--- config.mk ---
export PLATFORM = sky130hd
export DESIGN_NAME = eq_band_sched
export DESIGN_NICKNAME = d
export VERILOG_FILES = /design/src/rtl/eq_pkg.sv /design/src/rtl/eq_mul_sat.sv /design/src/rtl/eq_band_sched.sv
export SDC_FILE = /design/constraint.sdc
export NUM_CORES = 1
export LEC_CHECK = 0
export ABC_AREA = 0
export BUFFER_PORTS_ARGS = -buffer_cell sky130_fd_sc_hd__buf_2
export CORE_MARGIN = 2
export CORE_UTILIZATION = 35
export DETAILED_ROUTE_END_ITERATION = 8
export GPL_ROUTABILITY_DRIVEN = 0
export PLACE_DENSITY = 0.53
export SYNTH_ARGS = -nofsm -noshare
export SYNTH_HDL_FRONTEND = slang
export SYNTH_SLANG_ARGS = --single-unit
export TNS_END_PERCENT = 5
--- constraint.sdc ---
create_clock -name clk -period 13.15 [get_ports clk]
set_clock_uncertainty 0.05 [all_clocks]
set_input_delay 1.9725 -clock clk [delete_from_list [all_inputs] [get_ports clk]]
set_output_delay 1.9725 -clock clk [all_outputs]
set_load 0.05 [all_outputs]
--- src/rtl/eq_pkg.sv ---
`default_nettype none
// ============================================================================
// Module : eq_pkg
// Shared widths, FSM encodings and the 16-bit saturation helper.
// Rev    : 1.0
// ============================================================================
package eq_pkg;
    localparam int SAMPLE_W = 16;
    localparam int GAIN_W   = 13;
    localparam int ACC_W    = 20;
    localparam int PROD_W   = 29;

    localparam logic [1:0] S_IDLE  = 2'd0;
    localparam logic [1:0] S_BAND  = 2'd1;
    localparam logic [1:0] S_VOL_L = 2'd2;
    localparam logic [1:0] S_VOL_R = 2'd3;

    function automatic logic signed [SAMPLE_W-1:0] sat16(input logic signed [PROD_W-1:0] x);
        if (x > 32767)
            return 16'sh7fff;
        else if (x < -32768)
            return 16'sh8000;
        else
            return x[SAMPLE_W-1:0];
    endfunction
endpackage
`default_nettype wire

--- src/rtl/eq_mul_sat.sv ---
`default_nettype none
// ============================================================================
// Module : eq_mul_sat
// Shared signed 16x13 multiply, Q1.11 floor shift, with raw and clamped results.
// Rev    : 1.0
// ============================================================================
module eq_mul_sat
    import eq_pkg::*;
#(
    parameter int GAIN_FRAC = 11
) (
    input  logic signed [SAMPLE_W-1:0] sample,
    input  logic signed [GAIN_W-1:0]   gain,
    output logic signed [PROD_W-1:0]   term,
    output logic signed [SAMPLE_W-1:0] sat
);
    logic signed [PROD_W-1:0] w_s_ext;
    logic signed [PROD_W-1:0] w_g_ext;
    logic signed [PROD_W-1:0] w_prod;

    assign w_s_ext = {{(PROD_W-SAMPLE_W){sample[SAMPLE_W-1]}}, sample};
    assign w_g_ext = {{(PROD_W-GAIN_W){gain[GAIN_W-1]}}, gain};
    assign w_prod  = w_s_ext * w_g_ext;
    assign term    = w_prod >>> GAIN_FRAC;
    assign sat     = sat16(term);
endmodule
`default_nettype wire

--- src/rtl/eq_band_sched.sv ---
`default_nettype none
// ============================================================================
// Module : eq_band_sched
// Time-multiplexed 5-band stereo EQ controller with volume and amp-on delay.
// Rev    : 1.0
// ============================================================================
module eq_band_sched
    import eq_pkg::*;
#(
    parameter int AMP_DLY   = 1024,
    parameter int GAIN_FRAC = 11
) (
    input  logic                       clk,
    input  logic                       rst_n,
    input  logic                       valid,
    input  logic signed [SAMPLE_W-1:0] band_lft,
    input  logic signed [SAMPLE_W-1:0] band_rht,
    input  logic signed [GAIN_W-1:0]   LP_gain,
    input  logic signed [GAIN_W-1:0]   B1_gain,
    input  logic signed [GAIN_W-1:0]   B2_gain,
    input  logic signed [GAIN_W-1:0]   B3_gain,
    input  logic signed [GAIN_W-1:0]   HP_gain,
    input  logic signed [GAIN_W-1:0]   volume,
    output logic [2:0]                 band_sel,
    output logic signed [SAMPLE_W-1:0] lft_out,
    output logic signed [SAMPLE_W-1:0] rht_out,
    output logic                       out_vld,
    output logic                       ovr,
    output logic                       amp_on
);
    localparam int                CNT_W      = $clog2(AMP_DLY + 1);
    localparam logic [CNT_W-1:0]  C_AMP_DLY  = CNT_W'(AMP_DLY);
    localparam logic [CNT_W-1:0]  C_AMP_LAST = CNT_W'(AMP_DLY - 1);

    logic [1:0]                 r_state;
    logic [3:0]                 r_step;
    logic                       r_valid_q;
    logic signed [ACC_W-1:0]    r_acc_l;
    logic signed [ACC_W-1:0]    r_acc_r;
    logic signed [SAMPLE_W-1:0] r_hold_l;
    logic [CNT_W-1:0]           r_frames;

    logic                       w_start;
    logic signed [GAIN_W-1:0]   w_band_gain;
    logic signed [SAMPLE_W-1:0] w_mul_s;
    logic signed [GAIN_W-1:0]   w_mul_g;
    logic signed [PROD_W-1:0]   w_term;
    logic signed [SAMPLE_W-1:0] w_sat;
    logic signed [ACC_W-1:0]    w_term_acc;

    assign w_start    = valid & ~r_valid_q;
    assign band_sel   = r_step[3:1];
    assign w_term_acc = $signed(w_term[ACC_W-1:0]);

    always_comb begin
        w_band_gain = '0;
        case (band_sel)
            3'd0:    w_band_gain = LP_gain;
            3'd1:    w_band_gain = B1_gain;
            3'd2:    w_band_gain = B2_gain;
            3'd3:    w_band_gain = B3_gain;
            3'd4:    w_band_gain = HP_gain;
            default: w_band_gain = '0;
        endcase
    end

    // One multiplier serves both the band steps and the two volume steps.
    always_comb begin
        w_mul_s = r_step[0] ? band_rht : band_lft;
        w_mul_g = w_band_gain;
        if (r_state == S_VOL_L) begin
            w_mul_s = sat16(PROD_W'(r_acc_l));
            w_mul_g = volume;
        end else if (r_state == S_VOL_R) begin
            w_mul_s = sat16(PROD_W'(r_acc_r));
            w_mul_g = volume;
        end
    end

    eq_mul_sat #(
        .GAIN_FRAC (GAIN_FRAC)
    ) u_mul (
        .sample (w_mul_s),
        .gain   (w_mul_g),
        .term   (w_term),
        .sat    (w_sat)
    );

    always_ff @(posedge clk) begin
        if (!rst_n) begin
            r_state   <= S_IDLE;
            r_step    <= '0;
            r_valid_q <= 1'b0;
            r_acc_l   <= '0;
            r_acc_r   <= '0;
            r_hold_l  <= '0;
            r_frames  <= '0;
            lft_out   <= '0;
            rht_out   <= '0;
            out_vld   <= 1'b0;
            ovr       <= 1'b0;
            amp_on    <= 1'b0;
        end else begin
            r_valid_q <= valid;
            out_vld   <= 1'b0;

            if (out_vld && r_frames != C_AMP_DLY)
                r_frames <= r_frames + 1'b1;
            if (out_vld && r_frames == C_AMP_LAST)
                amp_on <= 1'b1;

            if (w_start && r_state != S_IDLE)
                ovr <= 1'b1;

            case (r_state)
                S_IDLE: begin
                    if (w_start) begin
                        r_state <= S_BAND;
                        r_step  <= '0;
                        r_acc_l <= '0;
                        r_acc_r <= '0;
                    end
                end
                S_BAND: begin
                    if (r_step[0])
                        r_acc_r <= r_acc_r + w_term_acc;
                    else
                        r_acc_l <= r_acc_l + w_term_acc;
                    if (r_step == 4'd9) begin
                        r_step  <= '0;
                        r_state <= S_VOL_L;
                    end else begin
                        r_step <= r_step + 1'b1;
                    end
                end
                S_VOL_L: begin
                    r_hold_l <= w_sat;
                    r_state  <= S_VOL_R;
                end
                S_VOL_R: begin
                    lft_out <= r_hold_l;
                    rht_out <= w_sat;
                    out_vld <= 1'b1;
                    r_state <= S_IDLE;
                end
                default: r_state <= S_IDLE;
            endcase
        end
    end
endmodule
`default_nettype wire

* Word-level counts from Yosys, hierarchy flattened
Index checks and enable logic that the tools add are counted.
Storage, ports and cells: register bits after elaboration 109, output and inout bits 38
Operators by class: add/sub/neg operators 4, multipliers 1, $lt $le $gt $ge 6, eq/ne operators 14, muxes and demuxes 24, bitwise operators 2, reductions and logical operators 11
Operators with widths (number):
- $mux W16 | 9
- $pmux W20 S2 | 2
- $pmux W13 S5 | 1
- $mux W20 | 3
- $add A20 B18 Y20 | 2
- $gt A20 B16 Y1 const B | 2
- $lt A20 B16 Y1 const B | 2
- $mul A16 B13 Y29 | 1
- $mux W13 | 2
- $gt A18 B16 Y1 const B | 1
- $lt A18 B16 Y1 const B | 1
- $add A11 B1 Y11 const B | 1
- $eq A11 B10 Y1 const B | 1
- $ne A11 B11 Y1 const B | 1
- $mux W4 | 2
- $ne A2 B2 Y1 const B | 4
- $pmux W2 S4 | 1
- $pmux W4 S2 | 1
- $eq A3 B2 Y1 const B | 2
- $reduce_and A3 Y1 | 2
- $add A4 B1 Y4 const B | 1
- $eq A2 B2 Y1 const B | 2
- $eq A4 B4 Y1 const B | 1
- $mux W2 | 2
- 11 further kinds | 15

* Depth between registers and ports, before layout
word-level depth 9, gate-level depth with buffers 42, gate-level depth less buffers 38

* Cells and area by module
A second synthesis with hierarchy kept.
Second synthesis, totals: cells, all modules 1660, area total of the unflattened synthesis 14746.6 µm²
Modules (own cells, without submodules):
- eq_mul_sat | instances 1, cells each 826, area each 7549.7 µm², seq. area each 0.0 µm²
- eq_band_sched | instances 1, cells each 834, area each 7196.9 µm², seq. area each 2182.1 µm²

* Worst setup path before layout
Ideal clock, no wire load.
path kind input-to-reg, start input port B3_gain[2], end register r_acc_l[18], arrival 10.492 ns, setup slack 2.480 ns, stages on the path 32, cells stage by stage mux4_2 > a221o_1 > o21ai_1 > clkbuf_1 > nor2_1 > fa_1 > inv_1 > fa_1 > inv_1 > fa_1 > fa_1 > fa_1 > inv_1 > fa_1 > inv_1 > ha_1 > nand3_1 > or2_2 > or3_1 > o221a_2 > or4b_2 > nand3_1 > ha_1 > and3_1 > o2111ai_1 > a31oi_1 > or4_1 > a31o_2 > a21oi_1 > xnor2_1 > a22oi_1 > nor2_1
On the way: word-level cells in the longest chain between the ends 7
Ends and longest elaborated chain:
- start, declared | RTL line eq_band_sched.sv:21 | input logic signed [GAIN_W-1:0] B3_gain,
- $pmux W13 S5 | RTL line eq_band_sched.sv:57 | case (band_sel)
- $mux W13 | RTL line eq_band_sched.sv:74 | end else if (r_state == S_VOL_R) begin
- $mux W13 | RTL line eq_band_sched.sv:71 | if (r_state == S_VOL_L) begin
- $mul A16 B13 Y29 | RTL line eq_mul_sat.sv:23 | assign w_prod = w_s_ext * w_g_ext;
- $add A20 B18 Y20 | RTL line eq_band_sched.sv:128 | r_acc_l <= r_acc_l + w_term_acc;
- $mux W20 | RTL line eq_band_sched.sv:125 | if (r_step[0])
- $pmux W20 S2 | RTL line eq_band_sched.sv:115 | case (r_state)
- end signal, assigned | RTL line eq_band_sched.sv:128
- end, declared | RTL line eq_band_sched.sv:38 | logic signed [ACC_W-1:0] r_acc_l;
No other way between the ends. The select of a mux whose other input is x is not followed. A chain may end at the register's enable or synchronous reset.

* Worst setup path in the final report
start input port B1_gain[2], end register r_acc_l[19]
On the way: word-level cells in the longest chain between the ends 7
Ends and longest elaborated chain:
- start, declared | RTL line eq_band_sched.sv:19 | input logic signed [GAIN_W-1:0] B1_gain,
- $pmux W13 S5 | RTL line eq_band_sched.sv:57
- $mux W13 | RTL line eq_band_sched.sv:74
- $mux W13 | RTL line eq_band_sched.sv:71
- $mul A16 B13 Y29 | RTL line eq_mul_sat.sv:23
- $add A20 B18 Y20 | RTL line eq_band_sched.sv:128
- $mux W20 | RTL line eq_band_sched.sv:125
- $pmux W20 S2 | RTL line eq_band_sched.sv:115
No other way between the ends. The select of a mux whose other input is x is not followed.

==> out/summary.txt <==
fin crit share: 0.8640
row cnt: 73
P&R area growth vs syn: 11.72%
num ports: 151
IO buf count: 150
Post-synth EDFFs: 0
chip height: 206.0 microns
FF-to-FF End: r_acc_l[19]
gr ovfl total: 0
cts hold-fix bufs: 0
layout cells sized above 1: 0.1330
cts bufs inserted: 9
core area: 40010 sq um
RSZ-0062 raised after global routing: false
cts repair resizes: 0
Async S/R FF share, synth: 0
Worst EP required: 13390 ps
R2R cell count: 32
first-pass GRT wire length: 67680 microns
Synth Flop Type: dfxtp_1
maximum clock rate: 88.01 MHz
worst hold path class: reg2reg
met2 Use GR: 0.3443
Routed wire per std cell: 18.05 microns
crit start category: primary input
R2R Setup Slk: 2020 ps
Total Nets Final: 2226
Die Width: 206.0 microns
initial antenna violation count: 0
CTS tree: done
Crit-path slowest cell: nor3_1
Post-Synthesis Cells: 1682
final hold viol count: 0
TNS Setup: 0 ps
grt peak-use layer: met2
CTS root buf: clkbuf_16
largest area contributor in the netlist: fa_1
Initial DRC Count: 912
syn_nets: 2108
Worst Path Arrival: 11600 ps
worst r2r src: r_step[3]
Initial Util: 0.3568
Worst Setup EP: r_acc_l[19]
maxcap violations: 0
routed vias: 12135
worst setup path startpoint: B1_gain[2]
worst skew pair latency: 360 ps
Avg Cell Area, Syn: 8.487 sq um
commonest non-fill, non-tap cells in the layout: 204 x nor2_1, 196 x fa_1, 193 x inv_1, 154 x nand2_1, 150 x buf_2
vias in the first global route: 12354
flops & latches, synth: 109
postcts setup bufs: 0
CTS max path bufs: 2
Yosys warning count: 0
DRC viols: 0
DP Wirelength: 34110 microns
Total Wirelength: 42060 microns
H-tree depth: 3
status: completed
share of the synthesized area in the top cell type: 0.2749
CP max stage delay: 630 ps
Antenna Nets Post-Route: 0
synth top area cells: fa_1 27%, dfxtp_1 15%, ha_1 10%
CTS clk-pin slew, worst paths: 80 ps
max-slew violations: 0
Rel. slew slack: 0.2048
die area: 42420 sq um
CTS sink cnt: 109
fraction of the yosys area taken by sequential cells: 0.1529
Synth cell types: 74
Slew @ Worst Pin: 1193 ps
met3 Usage GRT: 0.02176
Pre-antenna DRT Iters: 5
Final setup violation count: 0
Post-Syn Area: 14270 sq um
commonest non-fill, non-tap cell in the layout: nor2_1
pin count of the biggest net entering global routing: 62
fin util: 0.3986
routing usage on met1: 0.2853
Crit Path Category: in2reg
DR vias/cell: 5.208
Tmin final: 11360 ps
ANT cells: 0
gr usage total: 0.2036
most numerous cell on the critical path: fa_1
crit-path max FO: 16
Setup crit end kind: flop
[how the worst min path moves through the flow]
| stage | startpoint | to | cells after the start |
|---|---|---|---|
| 4_1_cts | amp_on | amp_on | 2 |
| 2_1_floorplan | r_hold_l[11] | lft_out[11] | 2 |
| 5_1_grt | ovr | ovr | 2 |
| 6_report | ovr | ovr | 2 |
| 3_3_place_gp | amp_on | amp_on | 2 |
| 3_5_place_dp | amp_on | amp_on | 2 |
[registers in the layout, summed over array words and instances (netlist names)]
register / cells
r_hold_l: 16
lft_out: 16
r_acc_l: 20
r_step: 4
out_vld: 1
rht_out: 16
ovr: 1
r_acc_r: 20
r_state: 2
r_valid_q: 1
r_frames: 11
amp_on: 1
[cell families (layout without fill, tap and decap cells)]
logic type,Yosys count,count (layout),synth area share
XOR/XNOR,60,60,0.03681
AO/OA/AOI/OAI,345,345,0.1504
buffers and inverters,270,393,0.07380
AND/OR/NAND/NOR,541,541,0.1731
adder cells (fa/ha/maj),313,313,0.3774
multiplexers,44,44,0.03559
flip-flops,109,109,0.1529
[cell usage after synthesis, types with 5 or more instances]
cell type	count
dfxtp_1	109
nand4_1	10
inv_1	193
nor3_1	30
or3_1	22
o21ai_1	8
buf_1	6
nand2_1	154
clkbuf_1	58
or2_2	12
nor2b_1	28
and2_1	12
o21a_1	13
mux2i_1	35
o21ai_0	79
a22oi_1	29
mux4_2	5
xnor2_1	45
a31oi_1	11
buf_2	5
xor2_1	15
buf_4	5
and3_1	7
nor4_1	6
o21bai_1	5
a21o_1	16
nor2_1	204
fa_1	196
a21oi_1	120
nand2b_1	22
nand3_1	16
ha_1	117
a211oi_1	20
[stage by stage]
stage | std cells | setup slack, ps | hold slack [ps] | instance area [sq um]
6_report | 2330 | 1788 | 424.9 | 15950
5_1_grt | 2330 | 1090 | 465.5 | 15950
4_1_cts | 2330 | 1783 | 434.8 | 15950
3_5_place_dp | 2314 | 1427 | 414.5 | 15620
3_3_place_gp | 2314 | 1645 | 395.9 | 15620
2_1_floorplan | 1682 | 2480 | 408.3 | 14270
[layout make-up]
type	count	area [sq um]
clock buffer	9	225.2
inverter	194	728.2
tap	525	656.9
timing repair buffer	183	998.5
multi-input combinational	1303	11050
sequential	109	2183
clock inverter	7	103.9
fill	4169	24060
[critical path, delay by kind of cell]
kind                       cells  cell delay [ps]
and+or+nand+nor                6             1660
adders and majority gates      8             3960
muxes                          1              440
buffers and inverters          5              330
AOI/OAI and AO/OA             13             3230
[layer usage]
layer / routed length [microns] / part of all wire
met1: 19720 / 0.47
met3: 1926 / 0.046
met4: 580 / 0.014
met5: 0 / 0
met2: 19830 / 0.47
Power is not shown: default switching activity piles up to over one toggle a cycle in this logic, so the estimate is an artifact.
